<file path="config.mk">
export PLATFORM = sky130hd
export DESIGN_NAME = bdd_node_table_ctrl
export DESIGN_NICKNAME = d
export VERILOG_FILES = /design/src/rtl/bdd_mem_pkg.sv /design/src/rtl/bdd_node_table_ctrl_rr_arbiter.sv /design/src/rtl/bdd_node_table_ctrl.sv
export SDC_FILE = /design/constraint.sdc
export NUM_CORES = 1
export LEC_CHECK = 0
export ABC_CLOCK_PERIOD_IN_PS = 3550
export BUFFER_PORTS_ARGS = -buffer_cell sky130_fd_sc_hd__buf_4
export CAP_MARGIN = 20
export CORE_AREA = 3 3 90 92
export CTS_CLUSTER_SIZE = 8
export DETAILED_ROUTE_END_ITERATION = 8
export DIE_AREA = 0 0 93 95
export PLACE_DENSITY = 0.64
export SYNTH_ARGS = -nofsm -noshare
export SYNTH_HDL_FRONTEND = slang
export SYNTH_SLANG_ARGS = --single-unit
</file>
<file path="constraint.sdc">
create_clock -name clk -period 3.55 [get_ports clk]
set_clock_uncertainty 0.15 [all_clocks]
set_input_delay 0.355 -clock clk [delete_from_list [all_inputs] [get_ports clk]]
set_output_delay 0.355 -clock clk [all_outputs]
set_load 0.005 [all_outputs]
</file>
<file path="src/rtl/bdd_mem_pkg.sv">
// -----------------------------------------------------------------------------
// bdd_mem_pkg
// Shared constants for the BDD node-table memory subsystem.
//   - default geometry of the node-table SRAM (address width, word width, depth)
//   - layout of a 34-bit node word: {var index, low child, high child}
//   - a packed struct view of a node word and a helper that builds one
// No ports: this is a package imported by the node-table controller.
// -----------------------------------------------------------------------------
package bdd_mem_pkg;

  // Default geometry of the node-table SRAM
  localparam int BDD_ADDR_WIDTH = 8;
  localparam int BDD_DATA_WIDTH = 34;
  localparam int BDD_DEPTH      = 8;

  // Node word fields, most significant first: variable index, low child, high child
  localparam int NODE_VAR_WIDTH = 10;
  localparam int NODE_LO_WIDTH  = 12;
  localparam int NODE_HI_WIDTH  = 12;
  localparam int NODE_HI_LSB    = 0;
  localparam int NODE_LO_LSB    = NODE_HI_LSB + NODE_HI_WIDTH;
  localparam int NODE_VAR_LSB   = NODE_LO_LSB + NODE_LO_WIDTH;

  typedef struct packed {
    logic [NODE_VAR_WIDTH-1:0] varIdx;
    logic [NODE_LO_WIDTH-1:0]  loChild;
    logic [NODE_HI_WIDTH-1:0]  hiChild;
  } node_t;

  // Builds a flat node word from its three fields
  function automatic logic [BDD_DATA_WIDTH-1:0] packNode(
    input logic [NODE_VAR_WIDTH-1:0] varIdx,
    input logic [NODE_LO_WIDTH-1:0]  loChild,
    input logic [NODE_HI_WIDTH-1:0]  hiChild
  );
    node_t n;
    n.varIdx  = varIdx;
    n.loChild = loChild;
    n.hiChild = hiChild;
    return n;
  endfunction

endpackage

</file>
<file path="src/rtl/bdd_node_table_ctrl_rr_arbiter.sv">
// -----------------------------------------------------------------------------
// rr_arbiter
// Round-robin arbiter. The requester at the pointer has highest priority, then
// pointer+1, and so on with wrap-around. When 'advance' is high and a grant is
// issued, the pointer moves to the winner + 1 so the winner becomes lowest
// priority next time.
// Ports:
//   clk      - clock
//   rst      - synchronous active-high reset, pointer returns to requester 0
//   req      - request vector
//   advance  - move the pointer past the current winner at the next edge
//   gnt      - one-hot grant (all zero when no request)
//   gnt_idx  - binary index of the winner (0 when no request)
// -----------------------------------------------------------------------------
module rr_arbiter #(
  parameter int N     = 2,
  parameter int IDX_W = $clog2(N)
) (
  input  logic             clk,
  input  logic             rst,
  input  logic [N-1:0]     req,
  input  logic             advance,
  output logic [N-1:0]     gnt,
  output logic [IDX_W-1:0] gnt_idx
);

  logic [IDX_W-1:0] ptr_q, ptr_d;
  logic [2*N-1:0]   reqRot;
  int               offset;
  int               winner;
  int               nextPtr;

  // Rotate the requests so the pointer position lands at bit 0, pick the lowest
  // set bit, then rotate the offset back to an absolute requester index.
  always_comb begin
    gnt     = '0;
    gnt_idx = '0;
    offset  = 0;
    winner  = 0;
    nextPtr = 0;
    ptr_d   = ptr_q;
    reqRot  = {req, req} >> ptr_q;
    for (int k = N - 1; k >= 0; k--) begin
      if (reqRot[k]) begin
        offset = k;
      end
    end
    if (|req) begin
      winner = int'(ptr_q) + offset;
      if (winner >= N) begin
        winner = winner - N;
      end
      gnt_idx = IDX_W'(winner);
      gnt     = {{(N-1){1'b0}}, 1'b1} << gnt_idx;
      if (advance) begin
        nextPtr = winner + 1;
        if (nextPtr >= N) begin
          nextPtr = 0;
        end
        ptr_d = IDX_W'(nextPtr);
      end
    end
  end

  // Pointer register
  always_ff @(posedge clk) begin
    if (rst) begin
      ptr_q <= '0;
    end else begin
      ptr_q <= ptr_d;
    end
  end

endmodule

</file>
<file path="src/rtl/bdd_node_table_ctrl.sv">
// -----------------------------------------------------------------------------
// bdd_node_table_ctrl
// Shares the dual-port node-table SRAM (write port A, registered read port B
// with one cycle of latency) between NUM_REQ BDD engine requesters.
// Writes are node allocations: the controller owns the free pointer (count),
// hands the next address to a round-robin write winner and raises full.
// Reads are round-robin arbitrated independently and their responses are
// tagged with the requester index one cycle after the grant.
// Ports:
//   clk, rst               - clock, synchronous active-high reset
//   clear                  - flush the table: count returns to 0
//   wr_req / wr_data       - per-requester allocate request and node word
//   wr_gnt / wr_addr       - one-hot allocate grant and the address handed out
//   rd_req / rd_addr       - per-requester read request and address
//   rd_gnt                 - one-hot read grant
//   rd_valid/rd_id/rd_data/rd_err - registered read response
//   count / full           - allocated entries, count == DEPTH
//   sram_*                 - connections to the node-table SRAM instance
// -----------------------------------------------------------------------------
module bdd_node_table_ctrl
  import bdd_mem_pkg::*;
#(
  parameter int ADDR_WIDTH = BDD_ADDR_WIDTH,
  parameter int DATA_WIDTH = BDD_DATA_WIDTH,
  parameter int DEPTH      = BDD_DEPTH,
  parameter int NUM_REQ    = 2,
  parameter int ID_WIDTH   = $clog2(NUM_REQ)
) (
  input  logic                          clk,
  input  logic                          rst,
  input  logic                          clear,
  input  logic [NUM_REQ-1:0]            wr_req,
  input  logic [NUM_REQ*DATA_WIDTH-1:0] wr_data,
  output logic [NUM_REQ-1:0]            wr_gnt,
  output logic [ADDR_WIDTH-1:0]         wr_addr,
  input  logic [NUM_REQ-1:0]            rd_req,
  input  logic [NUM_REQ*ADDR_WIDTH-1:0] rd_addr,
  output logic [NUM_REQ-1:0]            rd_gnt,
  output logic                          rd_valid,
  output logic [ID_WIDTH-1:0]           rd_id,
  output logic [DATA_WIDTH-1:0]         rd_data,
  output logic                          rd_err,
  output logic [ADDR_WIDTH:0]           count,
  output logic                          full,
  output logic [DATA_WIDTH-1:0]         sram_data_a,
  output logic [ADDR_WIDTH-1:0]         sram_addr_a,
  output logic                          sram_we_a,
  output logic [ADDR_WIDTH-1:0]         sram_addr_b,
  input  logic [DATA_WIDTH-1:0]         sram_q_b
);

  localparam logic [ADDR_WIDTH:0] DEPTH_C = (ADDR_WIDTH+1)'(DEPTH);
  localparam logic [ADDR_WIDTH:0] ONE_C   = (ADDR_WIDTH+1)'(1);

  logic [ADDR_WIDTH:0]   count_q, count_d;
  logic                  rdValid_q, rdValid_d;
  logic [ID_WIDTH-1:0]   rdId_q, rdId_d;
  logic                  rdErr_q, rdErr_d;

  logic [NUM_REQ-1:0]    wrReqEff, rdReqEff;
  logic [ID_WIDTH-1:0]   wrIdx, rdIdx;
  logic                  wrAny, rdAny;
  logic [DATA_WIDTH-1:0] wrWinData;
  logic [ADDR_WIDTH-1:0] rdWinAddr;

  // Requests are masked before arbitration so that a blocked write or a
  // request during reset never moves a round-robin pointer.
  always_comb begin
    full     = (count_q == DEPTH_C);
    wrReqEff = (rst || full || clear) ? '0 : wr_req;
    rdReqEff = rst ? '0 : rd_req;
  end

  rr_arbiter #(
    .N     (NUM_REQ),
    .IDX_W (ID_WIDTH)
  ) u_wrArb (
    .clk     (clk),
    .rst     (rst),
    .req     (wrReqEff),
    .advance (wrAny),
    .gnt     (wr_gnt),
    .gnt_idx (wrIdx)
  );

  rr_arbiter #(
    .N     (NUM_REQ),
    .IDX_W (ID_WIDTH)
  ) u_rdArb (
    .clk     (clk),
    .rst     (rst),
    .req     (rdReqEff),
    .advance (rdAny),
    .gnt     (rd_gnt),
    .gnt_idx (rdIdx)
  );

  // Select the winning writer's node word and winning reader's address from
  // the packed per-requester buses using the one-hot grants.
  always_comb begin
    wrWinData = '0;
    rdWinAddr = '0;
    for (int i = 0; i < NUM_REQ; i++) begin
      if (wr_gnt[i]) begin
        wrWinData = wr_data[i*DATA_WIDTH +: DATA_WIDTH];
      end
      if (rd_gnt[i]) begin
        rdWinAddr = rd_addr[i*ADDR_WIDTH +: ADDR_WIDTH];
      end
    end
  end

  // SRAM port drive: everything stays at zero unless a grant is issued, and a
  // write always lands at the current free pointer.
  always_comb begin
    wrAny       = |wr_gnt;
    rdAny       = |rd_gnt;
    sram_we_a   = wrAny;
    sram_addr_a = '0;
    sram_data_a = '0;
    wr_addr     = '0;
    if (wrAny) begin
      sram_addr_a = count_q[ADDR_WIDTH-1:0];
      sram_data_a = wrWinData;
      wr_addr     = count_q[ADDR_WIDTH-1:0];
    end
    sram_addr_b = rdAny ? rdWinAddr : '0;
  end

  // Next-state for the free pointer and the read response pipeline stage.
  // The error flag compares against the count seen in the grant cycle, so a
  // read of the entry being allocated in that same cycle is reported as an
  // error rather than forwarded.
  always_comb begin
    count_d = count_q;
    if (clear) begin
      count_d = '0;
    end else if (wrAny) begin
      count_d = count_q + ONE_C;
    end
    rdValid_d = rdAny;
    rdId_d    = rdAny ? rdIdx : '0;
    rdErr_d   = rdAny && ({1'b0, rdWinAddr} >= count_q);
  end

  // State registers; reset drops any response that is in flight.
  always_ff @(posedge clk) begin
    if (rst) begin
      count_q   <= '0;
      rdValid_q <= 1'b0;
      rdId_q    <= '0;
      rdErr_q   <= 1'b0;
    end else begin
      count_q   <= count_d;
      rdValid_q <= rdValid_d;
      rdId_q    <= rdId_d;
      rdErr_q   <= rdErr_d;
    end
  end

  // The SRAM read data arrives in the response cycle; it is suppressed for
  // idle cycles and for reads of unallocated entries.
  always_comb begin
    count    = count_q;
    rd_valid = rdValid_q;
    rd_id    = rdId_q;
    rd_err   = rdErr_q;
    rd_data  = (rdValid_q && !rdErr_q) ? sram_q_b : '0;
  end

endmodule

</file>
-- Word level (Yosys, flattened, before mapping)
Cells that the tools add are included.
- bits of input ports: 125
- logic and storage cells: 60
- bits in registers: 14
- output and inout port bits: 110
- add/sub/neg operators: 7
- eq/ne operators: 1
- reductions and logical operators: 13
- bitwise operators: 2
- shift operators: 4
- muxes and demuxes: 22
- magnitude comparators: 5
- operator list (kind ; count):
    $mux 34 ; 4
    $ge 32x3->1 const B ; 4
    $mux 32 ; 4
    $add 32x2->32 const B ; 2
    $sub 32x3->32 const B ; 2
    $mux 8 ; 4
    $reduce_or 2->1 ; 5
    $add 9x1->9 const B ; 1
    $eq 9x4->1 const B ; 1
    $ge 8x9->1 ; 1
    $mux 2 ; 4
    $shr 4x1->2 ; 2
    $mux 1 ; 6
    $add 1x1->2 ; 2
    $reduce_and 2->1 ; 2
    $shl 1x1->2 const A ; 2
    $reduce_or 3->1 ; 1
    $logic_and 1x1->1 ; 2
    $logic_or 1x1->1 ; 2
    $not 1->1 ; 2
    $logic_not 1->1 ; 1

-- Depth between registers and ports, before layout
- depth in word-level cells: 16
- gate-level depth with buffers: 10
- gate-level depth less buffers: 9

-- Modules after synthesis
Synthesis repeated with hierarchy kept, for this count alone.
- cells, all modules: 220
- area, all modules: 1739.2 um2
- modules (own cells, without submodules) (module ; times used ; cells an instance ; area each (um2) ; sequential area each (um2)):
    bdd_node_table_ctrl ; 1 ; 204 ; 1594.0 ; 240.2
    rr_arbiter ; 2 ; 8 ; 72.6 ; 20.0

-- Worst setup path before layout
No wires, ideal clock.
- kind: input-to-reg
- start: input port rst
- end: register rdErr_q (netlist: rd_err)
- stages on the path: 9
- buffers on the path: 2
- arrival: 2.430 ns
- slack: 0.845 ns
- required time: 3.275 ns
- library setup time: 0.125 ns
- cells stage by stage: buf_2 -> a211oi_1 -> buf_2 -> a22oi_1 -> ha_1 -> nand2b_1 -> a211oi_1 -> nor3_1 -> o41a_1
- word-level cells in the longest chain between the ends: 14
- elaborated cells between the ends (all ways): 17
- classes of those cells: add/sub: 2; order compare: 2; shift: 2; mux: 8; reduce/logical: 3
- ends and longest elaborated chain (what ; RTL line ; text):
    start, declared ; bdd_node_table_ctrl.sv:30 ; input logic rst,
    $mux 2 * ; bdd_node_table_ctrl.sv:71 ; rdReqEff = rst ? '0 : rd_req;
    $shr 4x1->2 ; bdd_node_table_ctrl_rr_arbiter.sv:42 ; reqRot = {req, req} >> ptr_q;
    $mux 1 (2 in a row) ; bdd_node_table_ctrl_rr_arbiter.sv:44 ; if (reqRot[k]) begin
    $add 1x1->2 ; bdd_node_table_ctrl_rr_arbiter.sv:49 ; winner = int'(ptr_q) + offset;
    $sub 32x3->32 / $ge 32x3->1 (equally long branches) ; bdd_node_table_ctrl_rr_arbiter.sv:51, bdd_node_table_ctrl_rr_arbiter.sv:50 ;
    $mux 32 ; bdd_node_table_ctrl_rr_arbiter.sv:50 ; if (winner >= N) begin
    $mux 32 ; bdd_node_table_ctrl_rr_arbiter.sv:48 ; if (|req) begin
    $shl 1x1->2 ; bdd_node_table_ctrl_rr_arbiter.sv:54 ; gnt = {{(N-1){1'b0}}, 1'b1} << gnt_idx;
    $mux 2 * ; bdd_node_table_ctrl_rr_arbiter.sv:48 ;
    named net rd_gnt[0] ; bdd_node_table_ctrl.sv:38 ; output logic [NUM_REQ-1:0] rd_gnt,
    $mux 8 (2 in a row) ; bdd_node_table_ctrl.sv:107 ; if (rd_gnt[i]) begin
    $ge 8x9->1 ; bdd_node_table_ctrl.sv:143 ; rdErr_d = rdAny && ({1'b0, rdWinAddr} >= count_q);
    $logic_and 1x1->1 * ; bdd_node_table_ctrl.sv:143 ;
    end signal, assigned ; bdd_node_table_ctrl.sv:157 ; rdErr_q <= rdErr_d;
    end, declared ; bdd_node_table_ctrl.sv:58 ; logic rdErr_q, rdErr_d;
The timed path passes the listed nets; every way through them passes the cells marked *. The select of a mux whose other input is x is not followed.
A chain may end at the register's enable or synchronous reset.

-- Final worst setup path
- start: register count_q[0] (netlist: count[0])
- end: output port sram_data_a[17]
- word-level cells in the longest chain between the ends: 16
- elaborated cells between the ends (all ways): 19
- classes of those cells: add/sub: 2; order compare: 1; eq/ne: 1; shift: 2; mux: 9; reduce/logical: 4
- ends and longest elaborated chain (what ; RTL line ; text):
    start, declared ; bdd_node_table_ctrl.sv:55 ; logic [ADDR_WIDTH:0] count_q, count_d;
    start signal, assigned ; bdd_node_table_ctrl.sv:154 ; count_q <= count_d;
    $eq 9x4->1 * ; bdd_node_table_ctrl.sv:69 ; full = (count_q == DEPTH_C);
    $logic_or 1x1->1 * (2 in a row) ; bdd_node_table_ctrl.sv:70 ; wrReqEff = (rst || full || clear) ? '0 : wr_req;
    $mux 2 * ; bdd_node_table_ctrl.sv:70 ;
    $shr 4x1->2 ; bdd_node_table_ctrl_rr_arbiter.sv:42 ;
    $mux 1 (2 in a row) ; bdd_node_table_ctrl_rr_arbiter.sv:44 ;
    $add 1x1->2 ; bdd_node_table_ctrl_rr_arbiter.sv:49 ;
    $sub 32x3->32 / $ge 32x3->1 (equally long branches) ; bdd_node_table_ctrl_rr_arbiter.sv:51, bdd_node_table_ctrl_rr_arbiter.sv:50 ;
    $mux 32 ; bdd_node_table_ctrl_rr_arbiter.sv:50 ;
    $mux 32 ; bdd_node_table_ctrl_rr_arbiter.sv:48 ;
    $shl 1x1->2 ; bdd_node_table_ctrl_rr_arbiter.sv:54 ;
    $mux 2 * ; bdd_node_table_ctrl_rr_arbiter.sv:48 ;
    $mux 34 (2 in a row) ; bdd_node_table_ctrl.sv:104 ; if (wr_gnt[i]) begin
    $mux 34 * ; bdd_node_table_ctrl.sv:122 ; if (wrAny) begin
    end, declared ; bdd_node_table_ctrl.sv:45 ; output logic [DATA_WIDTH-1:0] sram_data_a,
Mark *: on every way between the ends. The rest lies on a longest branch, timed or not. The select of a mux whose other input is x is not followed.

==> flow_summary.ini <==
[clock_tree]
ctsResizeCount = 0
cts_setup_buffers = 0
path_clk_slew_ns = 0.06
root_buffer = clkbuf_8
htreeDepth = 1
cts_tree = yes
worstSkewPairLatency_ns = 0.25
cts_hold_buf = 0
cts.sink_count = 14
clock_path_buffers = 2
cts_buffers = 3

[final_layout]
area_delta_synth_final_pct = 105
fillerInstances = 715
nets = 570
final_layout_size_suffix_gt1_share_pct = 59.6
n_antenna_cell = 0

[yosys]
async_reset_ff_share_pct = 0
synth_seq_cells = 14
yosysTopAreaCell = a22o_1
syn_area_sq_um = 1740
synth_nets = 347
synth_edf_count = 0
synth.area.top_cells = a22o_1 (22%), dfxtp_1 (16%), and2_1 (12%), ha_1 (7.2%), buf_4 (4.8%)
ys_seq_area_share_pct = 16.1
ys.flop_type = dfxtp_1
syn-mean-instance-area_sq_um = 8.20
synth_top_cell_area_share_pct = 22.2
ys_warn_count = 0
syn-instance-count = 212
synth_cell_types = 39

[critical_path]
critPathLaunch = count[0]$_SDFFE_PP0P_
cp_top_family = compound AO/OA/AOI/OAI gates
cp.required_ns = 3.04
crit_type = reg2out
crit_arrival_ns = 2.49
cpMostUsedCell = buf_4
worstReg2RegStart = u_rdArb.ptr_q$_SDFFE_PP0P_
cp_slowest_stage_delay_ns = 0.49
crit_path_top_delay_cell = or4b_4
critPathMaxFanout = 35
cp_cell_sequence = inv_1 -> ha_1 -> or4b_4 -> o21ai_4 -> a211oi_4 -> buf_4 -> a22o_1 -> buf_4
crit_buf_inv = 3
endpoint_kind = primary output
crit_path_start_kind = register

[global_route]
grt_pass1_wl_um = 12700
overflow = 0
grt_max_degree = 36
track_usage_pct = 17.9
antenna_found_initial = 2
grt_pass1_vias = 2350

[detailed_routing]
wl_per_cell_um = 16.4
wirelength_um = 8750
drt-initial-drc-count = 48
vias_per_cell = 4.66
vias = 2477
drt.antenna.violating_nets = 0
dr.pass1.iters = 4
drc = 0

[min_path]
hp-class = in2reg
worstHoldStart = rd_req[0]

[die]
initial_core_util_pct = 23.8
die_area_sq_um = 8840
core_area_sq_um = 7290
fp-row-count = 31
die_x_um = 93
die_y_um = 95
ios = 235

[power]
pwr-share-clk_pct = 21.6
ir_drop_uv = 81.5
p_seq_share_pct = 26.9
power_density_nw_per_um2 = 174
p_switching_w = 0.000177
leakage_nw = 1.85
power_w = 0.000618
p_sw_share_pct = 28.7
comb_power_share_pct = 51.5
intPower_w = 0.000440

[placement]
pre_cts_ws_ns = 0.821
place.port_buffers = 234
gp_congestion = 0.863
dpl.hpwl_um = 7480

[timing]
post-route-period-util_pct = 84.3
final.min_clock_period_ns = 2.99
tightest_slew_ns = 0.571
slew_headroom_pct = 61.8
setup_viol = 0
finalSetupTns_ns = 0
rsz0062_at_grt = false
final-hold-violation-count = 0
worst_slack_ns = 0.556
max_freq_ghz = 0.334
maxSlewViolCount = 0

[job]
cap_violations = 0

[run_status]
outcome = finished, final reports clean
cell families after synthesis:
| logic type | synth area share, % |
|---|---|
| xor+xnor | 2.52 |
| flops | 16.1 |
| compound gates | 32.9 |
| mux | 1.73 |
| buf+inv | 10.6 |
| simple gates | 28.9 |
| fa+ha+maj | 7.20 |
stage by stage:
stage | util [%] | hold WS (ns) | instances | cell area, sq um
3_5_place_dp | 48.3 | 0.364 | 529 | 3520
5_1_grt | 48.8 | 0.216 | 532 | 3560
2_1_floorplan | - | 0.331 | 212 | 1740
3_3_place_gp | 48.3 | 0.358 | 529 | 3520
6_report | 48.8 | 0.192 | 532 | 3560
4_1_cts | 48.8 | 0.192 | 532 | 3560
registers in the layout (all words and copies together) (netlist names):
name and flops:
count 9, rd_err 1, rd_id 1, rd_valid 1
u_rdArb.ptr_q 1, u_wrArb.ptr_q 1
synthesized netlist by cell type (2+ instances only):
cell	instances
a22o_2	5
nor2b_1	3
mux2i_1	3
nand4_1	2
nand2b_1	2
xnor2_1	4
ha_1	10
or2_2	2
nor3_1	11
buf_4	11
nor2_1	13
nand2_1	4
buf_6	3
buf_2	3
and2_1	34
nor3b_1	3
a22o_1	44
or4b_4	2
clkbuf_1	4
dfxtp_1	14
a211oi_1	3
inv_1	10
o21ai_0	4
nand3_1	3
placed cells by master (no fill, tap or decap), drive strengths merged:
| cell type | instances |
|---|---|
| and2 | 34 |
| nand2 | 4 |
| o2111ai | 1 |
| nor4 | 1 |
| and4 | 1 |
| nor2 | 15 |
| mux2i | 3 |
| or2 | 2 |
| o21ai | 5 |
| clkbuf | 3 |
| xor2 | 1 |
| or4b | 2 |
| a211oi | 4 |
| xnor2 | 4 |
| dfxtp | 14 |
| o31ai | 1 |
| nand2b | 2 |
| a22o | 49 |
| nor3 | 11 |
| o21a | 1 |
| nor3b | 3 |
| nand3 | 3 |
| or4 | 1 |
| o41a | 1 |
| inv | 10 |
| nor2b | 3 |
| buf | 239 |
| a21oi | 1 |
| o211a | 1 |
| a22oi | 1 |
| ha | 10 |
| nand4 | 2 |
routing by layer:
| metal | up-vias | track usage (%) | share of wire, % |
|---|---|---|---|
| met3 | 16 | 7.57 | 12 |
| met2 | 132 | 31.2 | 49 |
| met5 | - | 0 | 0.34 |
| met1 | 1108 | 20.5 | 37 |
| met4 | 4 | 4.03 | 1.9 |
| li1 | 1217 | - | - |
area by class of cell:
class                      count  area, sq um  area share, %
multi-input combinational    167         1280           36.1
inverter                      10         37.5           1.05
sequential                    14          280           7.87
clock buffer                   3         41.3           1.16
timing repair buffer         239         1790           50.4
tap                           99          124           3.48
worst min-delay path: cells and delay by family:
kind / cells / cell delay [ns]
AND/OR/NAND/NOR: 2 / 0.11
buffers and inverters: 1 / 0.08
final timing paths:
check | to | slack (ns) | cells past startpoint
setup / recovery | sram_data_a[17] | 0.56 | 8
hold / removal | rd_valid$_SDFF_PP0_ | 0.19 | 3
setup reg to reg | rd_err$_SDFF_PP0_ | 1.18 | 7
hold reg to reg | count[6]$_SDFFE_PP0P_ | 0.38 | 1
power by group through the flow:
| stage | logic (W) | registers, W | clock network, W |
|---|---|---|---|
| floorplan | 0.000111 | 0.000169 | 0 |
| global placement | 0.000318 | 0.000170 | 0 |
| detailed placement | 0.000321 | 0.000170 | 0 |
| CTS | 0.000322 | 0.000166 | 0.000134 |
| global route | 0.000347 | 0.000167 | 0.000142 |
| finish | 0.000318 | 0.000166 | 0.000133 |
Note: power is estimated with default switching activity, not from simulation.
